**src/rtl/reg_file_onehot_wr_if.sv**
```systemverilog
// ----------------------------------------------------------------------------
// reg_file_onehot_wr_if
// Bus bundle between the write-select decoder / ALU operand stage and the
// RISC16 register file.
//   wr_sel     one-hot write select (bit i = register i)
//   wr_data    write data
//   rd_addr_a  read port A address
//   rd_addr_b  read port B address
//   rd_data_a  read port A data (registered)
//   rd_data_b  read port B data (registered)
//   clr_req    start the clear sequence
//   clr_busy   clear sequence in progress
//   sel_err    sticky malformed-select flag
//   err_clr    clear sel_err
// master: drives writes, reads and control (decoder/datapath side)
// slave : the register file
// ----------------------------------------------------------------------------
interface reg_file_onehot_wr_if #(
    parameter int DATA_W = 16
);
    logic [7:0]        wr_sel;
    logic [DATA_W-1:0] wr_data;
    logic [2:0]        rd_addr_a;
    logic [2:0]        rd_addr_b;
    logic [DATA_W-1:0] rd_data_a;
    logic [DATA_W-1:0] rd_data_b;
    logic              clr_req;
    logic              clr_busy;
    logic              sel_err;
    logic              err_clr;

    modport master (
        output wr_sel, wr_data, rd_addr_a, rd_addr_b, clr_req, err_clr,
        input  rd_data_a, rd_data_b, clr_busy, sel_err
    );

    modport slave (
        input  wr_sel, wr_data, rd_addr_a, rd_addr_b, clr_req, err_clr,
        output rd_data_a, rd_data_b, clr_busy, sel_err
    );
endinterface

```
**src/rtl/reg_file_onehot_wr.sv**
```systemverilog
// ----------------------------------------------------------------------------
// reg_file_onehot_wr
// 8 x DATA_W register file for the RISC16 datapath. Write enables come
// straight from a 3-to-8 decoder as a one-hot select. Two registered read
// ports, a sequenced clear engine and a sticky malformed-select flag.
//
// Ports:
//   clk      rising-edge clock
//   reset_n  asynchronous active-low reset
//   bus      reg_file_onehot_wr_if.slave (write, read, clear and error signals)
//
// Parameters:
//   DATA_W   register/data width
//   R0_ZERO  1: register 0 is hardwired to zero and writes to it are dropped
//
// Optional feature (macro REGFILE_BYPASS_EN):
//   defined   - a legal write to register i in the same cycle as a read of
//               register i forwards wr_data to the read port (not for a
//               hardwired r0, not during a clear)
//   undefined - reads return the pre-write contents
// ----------------------------------------------------------------------------
module reg_file_onehot_wr #(
    parameter int DATA_W  = 16,
    parameter int R0_ZERO = 1
) (
    input  logic                 clk,
    input  logic                 reset_n,
    reg_file_onehot_wr_if.slave  bus
);

    typedef enum logic {
        IDLE  = 1'b0,
        CLEAR = 1'b1
    } state_t;

    state_t            state, state_nxt;
    logic [2:0]        cnt, cnt_nxt;
    logic [DATA_W-1:0] regs [8];
    logic [7:0]        wr_en;
    logic              sel_nz, sel_onehot, sel_multi;
    logic [DATA_W-1:0] rd_a_nxt, rd_b_nxt;

    // A value is one-hot when it is non-zero and clearing its lowest set bit
    // leaves nothing behind.
    assign sel_nz     = |bus.wr_sel;
    assign sel_onehot = sel_nz && ((bus.wr_sel & (bus.wr_sel - 8'd1)) == 8'd0);
    assign sel_multi  = sel_nz && !sel_onehot;

    // Per-register write enables: only in IDLE, only for a clean select, and
    // never for a hardwired r0.
    always_comb begin
        wr_en = '0;
        for (int i = 0; i < 8; i++) begin
            wr_en[i] = (state == IDLE) && sel_onehot && bus.wr_sel[i] &&
                       !((R0_ZERO != 0) && (i == 0));
        end
    end

    // ------------------------------------------------------------------
    // Clear sequencer: IDLE -> CLEAR (8 cycles, cnt 0..7) -> IDLE.
    // cnt + 1 on the last CLEAR cycle wraps 7 -> 0 as the FSM leaves.
    // ------------------------------------------------------------------
    always_ff @(posedge clk or negedge reset_n) begin
        if (!reset_n) begin
            state <= IDLE;
            cnt   <= 3'd0;
        end else begin
            // NOTE: sequential state uses non-blocking assignments so every
            // flop samples pre-edge values regardless of block ordering.
            state <= state_nxt;
            cnt   <= cnt_nxt;
        end
    end

    always_comb begin
        // NOTE: defaults first so no path through the case leaves a signal
        // unassigned, which would infer a latch.
        state_nxt = state;
        cnt_nxt   = cnt;
        case (state)
            IDLE: begin
                if (bus.clr_req) begin
                    state_nxt = CLEAR;
                    cnt_nxt   = 3'd0;
                end
            end
            CLEAR: begin
                cnt_nxt = cnt + 3'd1;
                if (cnt == 3'd7) begin
                    state_nxt = IDLE;
                end
            end
            default: begin
                state_nxt = IDLE;
                cnt_nxt   = 3'd0;
            end
        endcase
    end

    assign bus.clr_busy = (state == CLEAR);

    // ------------------------------------------------------------------
    // Register array
    // ------------------------------------------------------------------
    always_ff @(posedge clk or negedge reset_n) begin
        if (!reset_n) begin
            // NOTE: the array is reset explicitly because downstream logic
            // relies on all-zero contents after reset; this keeps it in
            // flops rather than a RAM macro, which is fine at 8 entries.
            for (int i = 0; i < 8; i++) begin
                regs[i] <= '0;
            end
        end else begin
            for (int i = 0; i < 8; i++) begin
                if ((state == CLEAR) && (cnt == 3'(i))) begin
                    regs[i] <= '0;
                end else if (wr_en[i]) begin
                    regs[i] <= bus.wr_data;
                end
            end
        end
    end

    // ------------------------------------------------------------------
    // Read ports: one-cycle registered reads with optional forwarding.
    // wr_en already excludes CLEAR and a hardwired r0.
    // ------------------------------------------------------------------
    always_comb begin
        rd_a_nxt = regs[bus.rd_addr_a];
        rd_b_nxt = regs[bus.rd_addr_b];
`ifdef REGFILE_BYPASS_EN
        if (wr_en[bus.rd_addr_a]) begin
            rd_a_nxt = bus.wr_data;
        end
        if (wr_en[bus.rd_addr_b]) begin
            rd_b_nxt = bus.wr_data;
        end
`endif
    end

    always_ff @(posedge clk or negedge reset_n) begin
        if (!reset_n) begin
            bus.rd_data_a <= '0;
            bus.rd_data_b <= '0;
        end else begin
            bus.rd_data_a <= rd_a_nxt;
            bus.rd_data_b <= rd_b_nxt;
        end
    end

    // ------------------------------------------------------------------
    // Sticky select error; a new bad select wins over err_clr.
    // ------------------------------------------------------------------
    always_ff @(posedge clk or negedge reset_n) begin
        if (!reset_n) begin
            bus.sel_err <= 1'b0;
        end else if (sel_multi) begin
            bus.sel_err <= 1'b1;
        end else if (bus.err_clr) begin
            bus.sel_err <= 1'b0;
        end
    end

endmodule

```
**src/flat_wrapper.sv**
```systemverilog
// flat-port wrapper written by rule: the top's interface ports become plain ports
module reg_file_onehot_wr_flat 
#(
    parameter int DATA_W  = 16,
    parameter int R0_ZERO = 1
)
  (clk, reset_n, bus_wr_sel, bus_wr_data, bus_rd_addr_a, bus_rd_addr_b, bus_clr_req, bus_err_clr, bus_rd_data_a, bus_rd_data_b, bus_clr_busy, bus_sel_err);
  reg_file_onehot_wr_if #(.DATA_W(DATA_W)) bus_i ();
  input  logic clk;
  input  logic reset_n;
  input wire logic [$bits(bus_i.wr_sel)-1:0] bus_wr_sel;
  input wire logic [$bits(bus_i.wr_data)-1:0] bus_wr_data;
  input wire logic [$bits(bus_i.rd_addr_a)-1:0] bus_rd_addr_a;
  input wire logic [$bits(bus_i.rd_addr_b)-1:0] bus_rd_addr_b;
  input wire logic [$bits(bus_i.clr_req)-1:0] bus_clr_req;
  input wire logic [$bits(bus_i.err_clr)-1:0] bus_err_clr;
  output wire logic [$bits(bus_i.rd_data_a)-1:0] bus_rd_data_a;
  output wire logic [$bits(bus_i.rd_data_b)-1:0] bus_rd_data_b;
  output wire logic [$bits(bus_i.clr_busy)-1:0] bus_clr_busy;
  output wire logic [$bits(bus_i.sel_err)-1:0] bus_sel_err;
  assign bus_i.wr_sel = bus_wr_sel;
  assign bus_i.wr_data = bus_wr_data;
  assign bus_i.rd_addr_a = bus_rd_addr_a;
  assign bus_i.rd_addr_b = bus_rd_addr_b;
  assign bus_i.clr_req = bus_clr_req;
  assign bus_i.err_clr = bus_err_clr;
  assign bus_rd_data_a = bus_i.rd_data_a;
  assign bus_rd_data_b = bus_i.rd_data_b;
  assign bus_clr_busy = bus_i.clr_busy;
  assign bus_sel_err = bus_i.sel_err;
  reg_file_onehot_wr #(.DATA_W(DATA_W), .R0_ZERO(R0_ZERO)) u_core (.clk(clk), .reset_n(reset_n), .bus(bus_i));
endmodule
```
**config.mk**
```make
export PLATFORM = sky130hd
export DESIGN_NAME = reg_file_onehot_wr_flat
export DESIGN_NICKNAME = d
export VERILOG_FILES = /design/src/rtl/reg_file_onehot_wr_if.sv /design/src/rtl/reg_file_onehot_wr.sv /design/src/flat_wrapper.sv
export SDC_FILE = /design/constraint.sdc
export NUM_CORES = 1
export LEC_CHECK = 0
export CAP_MARGIN = 30
export CELL_PAD_IN_SITES_DETAIL_PLACEMENT = 0
export CELL_PAD_IN_SITES_GLOBAL_PLACEMENT = 1
export CORE_ASPECT_RATIO = 2
export CORE_UTILIZATION = 45
export CTS_BUF_LIST = sky130_fd_sc_hd__clkbuf_16
export CTS_CLUSTER_SIZE = 12
export DETAILED_ROUTE_END_ITERATION = 12
export PLACE_DENSITY_LB_ADDON = 0.1
export SLEW_MARGIN = 20
export SYNTH_ARGS = -nofsm -noshare
export SYNTH_HDL_FRONTEND = slang
export SYNTH_SLANG_ARGS = --single-unit
```
**constraint.sdc**
```tcl
create_clock -name clk -period 3.4 [get_ports clk]
set_input_delay 0.68 -clock clk [delete_from_list [all_inputs] [get_ports clk]]
set_output_delay 0.68 -clock clk [all_outputs]
set_load 0.1 [all_outputs]
```
## Yosys cells after proc, flatten, opt, wreduce, memory -nomap -nowiden

Index checks and enable logic that the tools add are counted.

| word-level totals | value |
|---|---|
| register bits | 149 |
| output and inout port bits | 34 |

| cells by class | value |
|---|---|
| add/subtract/negate cells | 2 |
| magnitude comparators | 2 |
| equal/unequal tests | 8 |
| mux-type cells | 27 |
| bitwise operators | 4 |
| reduce and logical (&&, ||, !) cells | 28 |

Operator list:

| operator | number |
|---|---|
| 16-bit two-way mux | 18 |
| 16-bit binary-select mux with 3-bit select | 2 |
| 1-bit logical AND | 17 |
| 2-bit nonzero test | 8 |
| 3-bit == test (second input constant) | 4 |
| 8-bit bitwise AND | 1 |
| 4-bit greater-or-equal comparator (second input constant) | 2 |
| 8-bit logical NOT | 1 |
| 3-bit NOT with 4-bit output | 2 |
| 8-bit OR reduction | 1 |
| 8-bit by 1-bit subtractor with 8-bit output (second input constant) | 1 |
| 3-bit by 2-bit == test with 1-bit output (second input constant) | 2 |
| 3-bit one-hot mux with 2 select lines | 1 |
| 1-bit two-way mux | 4 |
| 3-bit by 1-bit adder with 3-bit output (second input constant) | 1 |
| 3-bit by 1-bit == test with 1-bit output (second input constant) | 1 |
| 3-bit two-way mux | 1 |
| 2-bit != test (second input constant) | 1 |
| 1-bit one-hot mux with 2 select lines | 1 |
| 1-bit logical NOT | 1 |
| 1-bit NOT | 1 |

## Longest topological paths before layout

| logic depth | value |
|---|---|
| word-level depth | 8 |
| gate-level depth with buffers | 6 |
| gate-level depth less buffers | 5 |

## Worst setup path after synthesis

Ideal clock, no wire load.

| path | value |
|---|---|
| path type | input-to-reg |
| start | input port bus_wr_sel[2] |
| end | register u_core.regs[32] (netlist name) |
| library setup time | 125 ps |
| data arrival time | 2,504 ps |
| data required time | 3,275 ps |
| slack | 771 ps |
| cell stages on the path | 6 |
| buffers on the path | 1 |
| cells stage by stage | or4_4 or4_4 a21oi_4 nand3_4 buf_6 mux2i_1 |

| on the way | value |
|---|---|
| word-level cells in the longest chain between the ends | 7 |
| elaborated cells between the ends (all ways) | 8 |
| those cells by class | add/sub (1); bitwise (1); reduce/logical (6) |

RTL lines:

| element | RTL line | source |
|---|---|---|
| from (decl) | flat_wrapper.sv:11 | `input wire logic [$bits(bus_i.wr_sel)-1:0] bus_wr_sel;` |
| 8-bit by 1-bit subtractor with 8-bit output | reg_file_onehot_wr.sv:46 | `assign sel_onehot = sel_nz && ((bus.wr_sel & (bus.wr_sel - 8'd1)) == 8'd0);` |
| 8-bit bitwise AND | reg_file_onehot_wr.sv:46 |  |
| 8-bit logical NOT | reg_file_onehot_wr.sv:46 |  |
| 1-bit logical AND * | reg_file_onehot_wr.sv:46 |  |
| 1-bit logical AND * (2 in a row) | reg_file_onehot_wr.sv:54 | `wr_en[i] = (state == IDLE) && sel_onehot && bus.wr_sel[i] &&` |
| 2-bit nonzero test (no line) * | - |  |
| to (signal, indexed assignment) | reg_file_onehot_wr.sv:118 | `regs[i] <= bus.wr_data;` |
| to (decl) | reg_file_onehot_wr.sv:38 | `logic [DATA_W-1:0] regs [8];` |

Mark *: on every way between the ends. The rest lies on a longest branch, timed or not.
A chain may end at the register's enable or synchronous reset.

## Worst setup path in the final report

| path | value |
|---|---|
| start | input port bus_wr_sel[2] |
| end | register u_core.regs[77] (netlist name) |

Same word-level chain as after synthesis.

==> reports/metrics.cfg <==
[timing]
period_share_pct = 79.69
worst_pin_slew_ps = 999.9
relSlewSlack_pct = 33.13
hold_ws_ps = 237.5
skew_ps = 13.40
fin_ws_ps = 690.6
hold_viol = 0
finalCriticalPeriod_ps = 2709
fin_tns_setup_ps = 0
finalSetupViolCount = 0
slew_viol_final = 0
rsz0062_at_grt = no
fmax_mhz = 369.1

[setup_path]
worstPathRequired_ps = 3690
r2r_cells = 3
max_stage_delay_ps = 580
cpMostUsedCell = or4_4
path_delay_family = simple AND/OR/NAND/NOR gates
critPathMaxFanout = 16
cp.buffers_inverters = 2
cp_cell_sequence = clkdlybuf4s50_1, or4_4, or4_4, a21oi_4, nand3_4, buf_12, mux2i_1
r2r-end = u_core.regs[43]$_DFFE_PN0P_
worstSetupEndpointType = register
crit_arrival_ps = 3000
ff2ff_setup_slack_ps = 1160
crit_type = input port to register
worst_path_max_delay_cell = or4_4
startpoint_type = input port
reg2reg_from = u_core.bus.clr_busy$_DFF_PN0_

[placed_design]
dp.cells = 917
pre_cts_ws_ps = 279.7
io_buffers = 67
hpwlAfterDp_um = 15770
placed_area_um2 = 8409
routabilityCongestion = 0.8231

[min_path]
holdCritPathClass = input port to asynchronous set/reset pin

[synthesis]
seq_area_frac_synth_pct = 50.09
synth-simple-area-share_pct = 10.86
synth_top_family_by_area = multiplexers
yosysWarningCount = 0
syn-num-nets = 705
synth_fa_ha_area_share_pct = 1.278
postSynthCellCount = 665
postSynthAreaPerCell_um2 = 11.19
synth_seq_cells = 149
synth_cell_type_count = 31
synth_mux_area_share_pct = 23.26
syn_area_um2 = 7443
synth-xor-area-share_pct = 0.1177
synth_compound_gate_area_share_pct = 9.850

[clock_network]
cts_resized = 0
cts_tree = yes
cts_sinks = 149
htree_levels = 4
cts_buffers = 17
clkTransAtPathRegs_ps = 60
postCtsSetupBuffers = 0
cts_hold_buf = 0
cts_buffer_depth = 2
clk_latency_ps = 430
root_buffer = clkbuf_16

[global_routing]
grt_max_degree = 63
grt_pass1_wl_um = 34520
antenna_found_initial = 0
grt_pass1_vias = 5891
track_usage_pct = 28.28
gr-total-overflow = 0

[power]
internal_power_w = 0.004117
peakVddDrop_mv = 0.5750
p_seq_share_pct = 38.1
switching_share_pct = 40.01
comb_power_share_pct = 33.5
power_frac_clock_pct = 28.4
power_density_nw_per_um2 = 761.4
p_leak_nw = 4.335
power_switching_w = 0.002746

[route]
vias = 5575
final_antenna_net_count = 0
drc = 0
firstDrtPassIters = 7
wl_per_cell_um = 23.70
wl_um = 22490
via_per_inst = 5.875
drt_iter0_drc = 337

[finish]
nNetsFinal = 772
final_cells = 949
fin_area_um2 = 9012
fill_cells = 1454
layout_commonest_cell = dfrtp_1
n_antenna_cell = 0
layout_common_cells = dfrtp_1 (149), nand2_1 (120), mux2i_1 (65)
drive_above_1_share_pct = 19.73
area_delta_synth_final_pct = 21.08
regArea_um2 = 3729
multi_input_area_um2 = 3386

[floorplan]
core_area_um2 = 16190
io_pins = 68
start_util_pct = 45.99
std_cell_rows = 66
die_w_um = 92.94
die_y_um = 183.9
dieArea_um2 = 17090

[flow_run]
max_cap_viol_count = 0

[outcome]
status = completed

## power groups by stage
stage	logic (W)	registers [W]	clock network (W)
floorplan	0.000940	0.00320	0
global placement	0.00225	0.00259	0
detailed placement	0.00230	0.00264	0
CTS	0.00232	0.00261	0.00197
global route	0.00244	0.00267	0.00205
finish	0.00230	0.00261	0.00195
## how the worst max path moves through the flow
stage / startpoint / to / slack (ps) / cells after the start
after detailed placement: bus_wr_sel[2] / u_core.regs[50]$_DFFE_PN0P_ / 280 / 7
after global placement: bus_wr_sel[2] / u_core.regs[67]$_DFFE_PN0P_ / 320 / 7
after CTS: bus_wr_sel[2] / u_core.regs[50]$_DFFE_PN0P_ / 710 / 7
final: bus_wr_sel[2] / u_core.regs[77]$_DFFE_PN0P_ / 690 / 7
after floorplan: bus_wr_sel[2] / u_core.regs[32]$_DFFE_PN0P_ / 770 / 6
after global routing: bus_wr_sel[2] / u_core.regs[95]$_DFFE_PN0P_ / 630 / 7
## stage by stage
stage	utilization, %	power, W
2_1_floorplan	-	0.004136
3_3_place_gp	51.96	0.004841
3_5_place_dp	51.96	0.004939
4_1_cts	55.68	0.006897
5_1_grt	55.68	0.007162
6_report	55.68	0.006862
## synth_stat cells
cell / count / area share [%]
nand2_1: 120 / 6.1
inv_1: 36 / 1.8
a21oi_1: 18 / 1.2
nand4b_1: 2 / 0.24
mux2_2: 32 / 4.8
a22oi_1: 16 / 1.6
o21ai_1: 3 / 0.20
nor3_1: 1 / 0.067
xnor2_1: 1 / 0.12
maj3_1: 2 / 0.27
nand3_4: 4 / 0.94
a21o_1: 1 / 0.10
a21oi_4: 1 / 0.22
nand2b_1: 1 / 0.084
o21ai_0: 63 / 4.2
buf_1: 4 / 0.20
nor4b_2: 1 / 0.20
mux4_2: 32 / 9.7
nor2_1: 4 / 0.20
ha_1: 6 / 1.0
or3_1: 2 / 0.17
buf_6: 4 / 0.61
nand3_1: 35 / 2.4
mux2i_1: 65 / 8.7
or4_4: 2 / 0.30
a221oi_1: 15 / 1.8
o31ai_1: 3 / 0.30
clkbuf_1: 38 / 1.9
o2bb2ai_2: 1 / 0.20
dfrtp_1: 149 / 50
nor2b_1: 3 / 0.25
## sequential cells by signal, indices dropped and copies added, names as in the netlist
register,cells
u_core.regs,112
u_core.bus.rd_data_a,16
u_core.bus.rd_data_b,16
u_core.cnt,3
u_core.bus.clr_busy,1
u_core.bus.sel_err,1
## logic make-up (layout without fill, tap and decap cells)
kind of cell,Yosys count,in the layout
simple gates,175,175
flops,149,149
mux,129,129
compound gates,121,121
buf+inv,82,162
fa+ha+maj,8,8
xor+xnor,1,1
## area by class of cell
class                           instances  share of cell area [%]
Multi-Input combinational cell        434                   37.57
Inverter                               36                   1.499
Clock inverter                         15                   1.971
Sequential cell                       149                   41.37
Clock buffer                           17                   4.720
Tap cell                              204                   2.832
Timing Repair Buffer                   94                   10.04
## per-layer routing
| metal | part of all wire, % | up-vias | global-route usage (%) |
|---|---|---|---|
| met2 | 54 | 205 | 50.50 |
| li1 | - | 2508 | - |
| met5 | 0 | - | 0 |
| met4 | 7.3 | 0 | 19.57 |
| met3 | 3.3 | 67 | 4.797 |
| met1 | 35 | 2795 | 29.54 |
No activity file was read; power rests on OpenSTA's default activity.
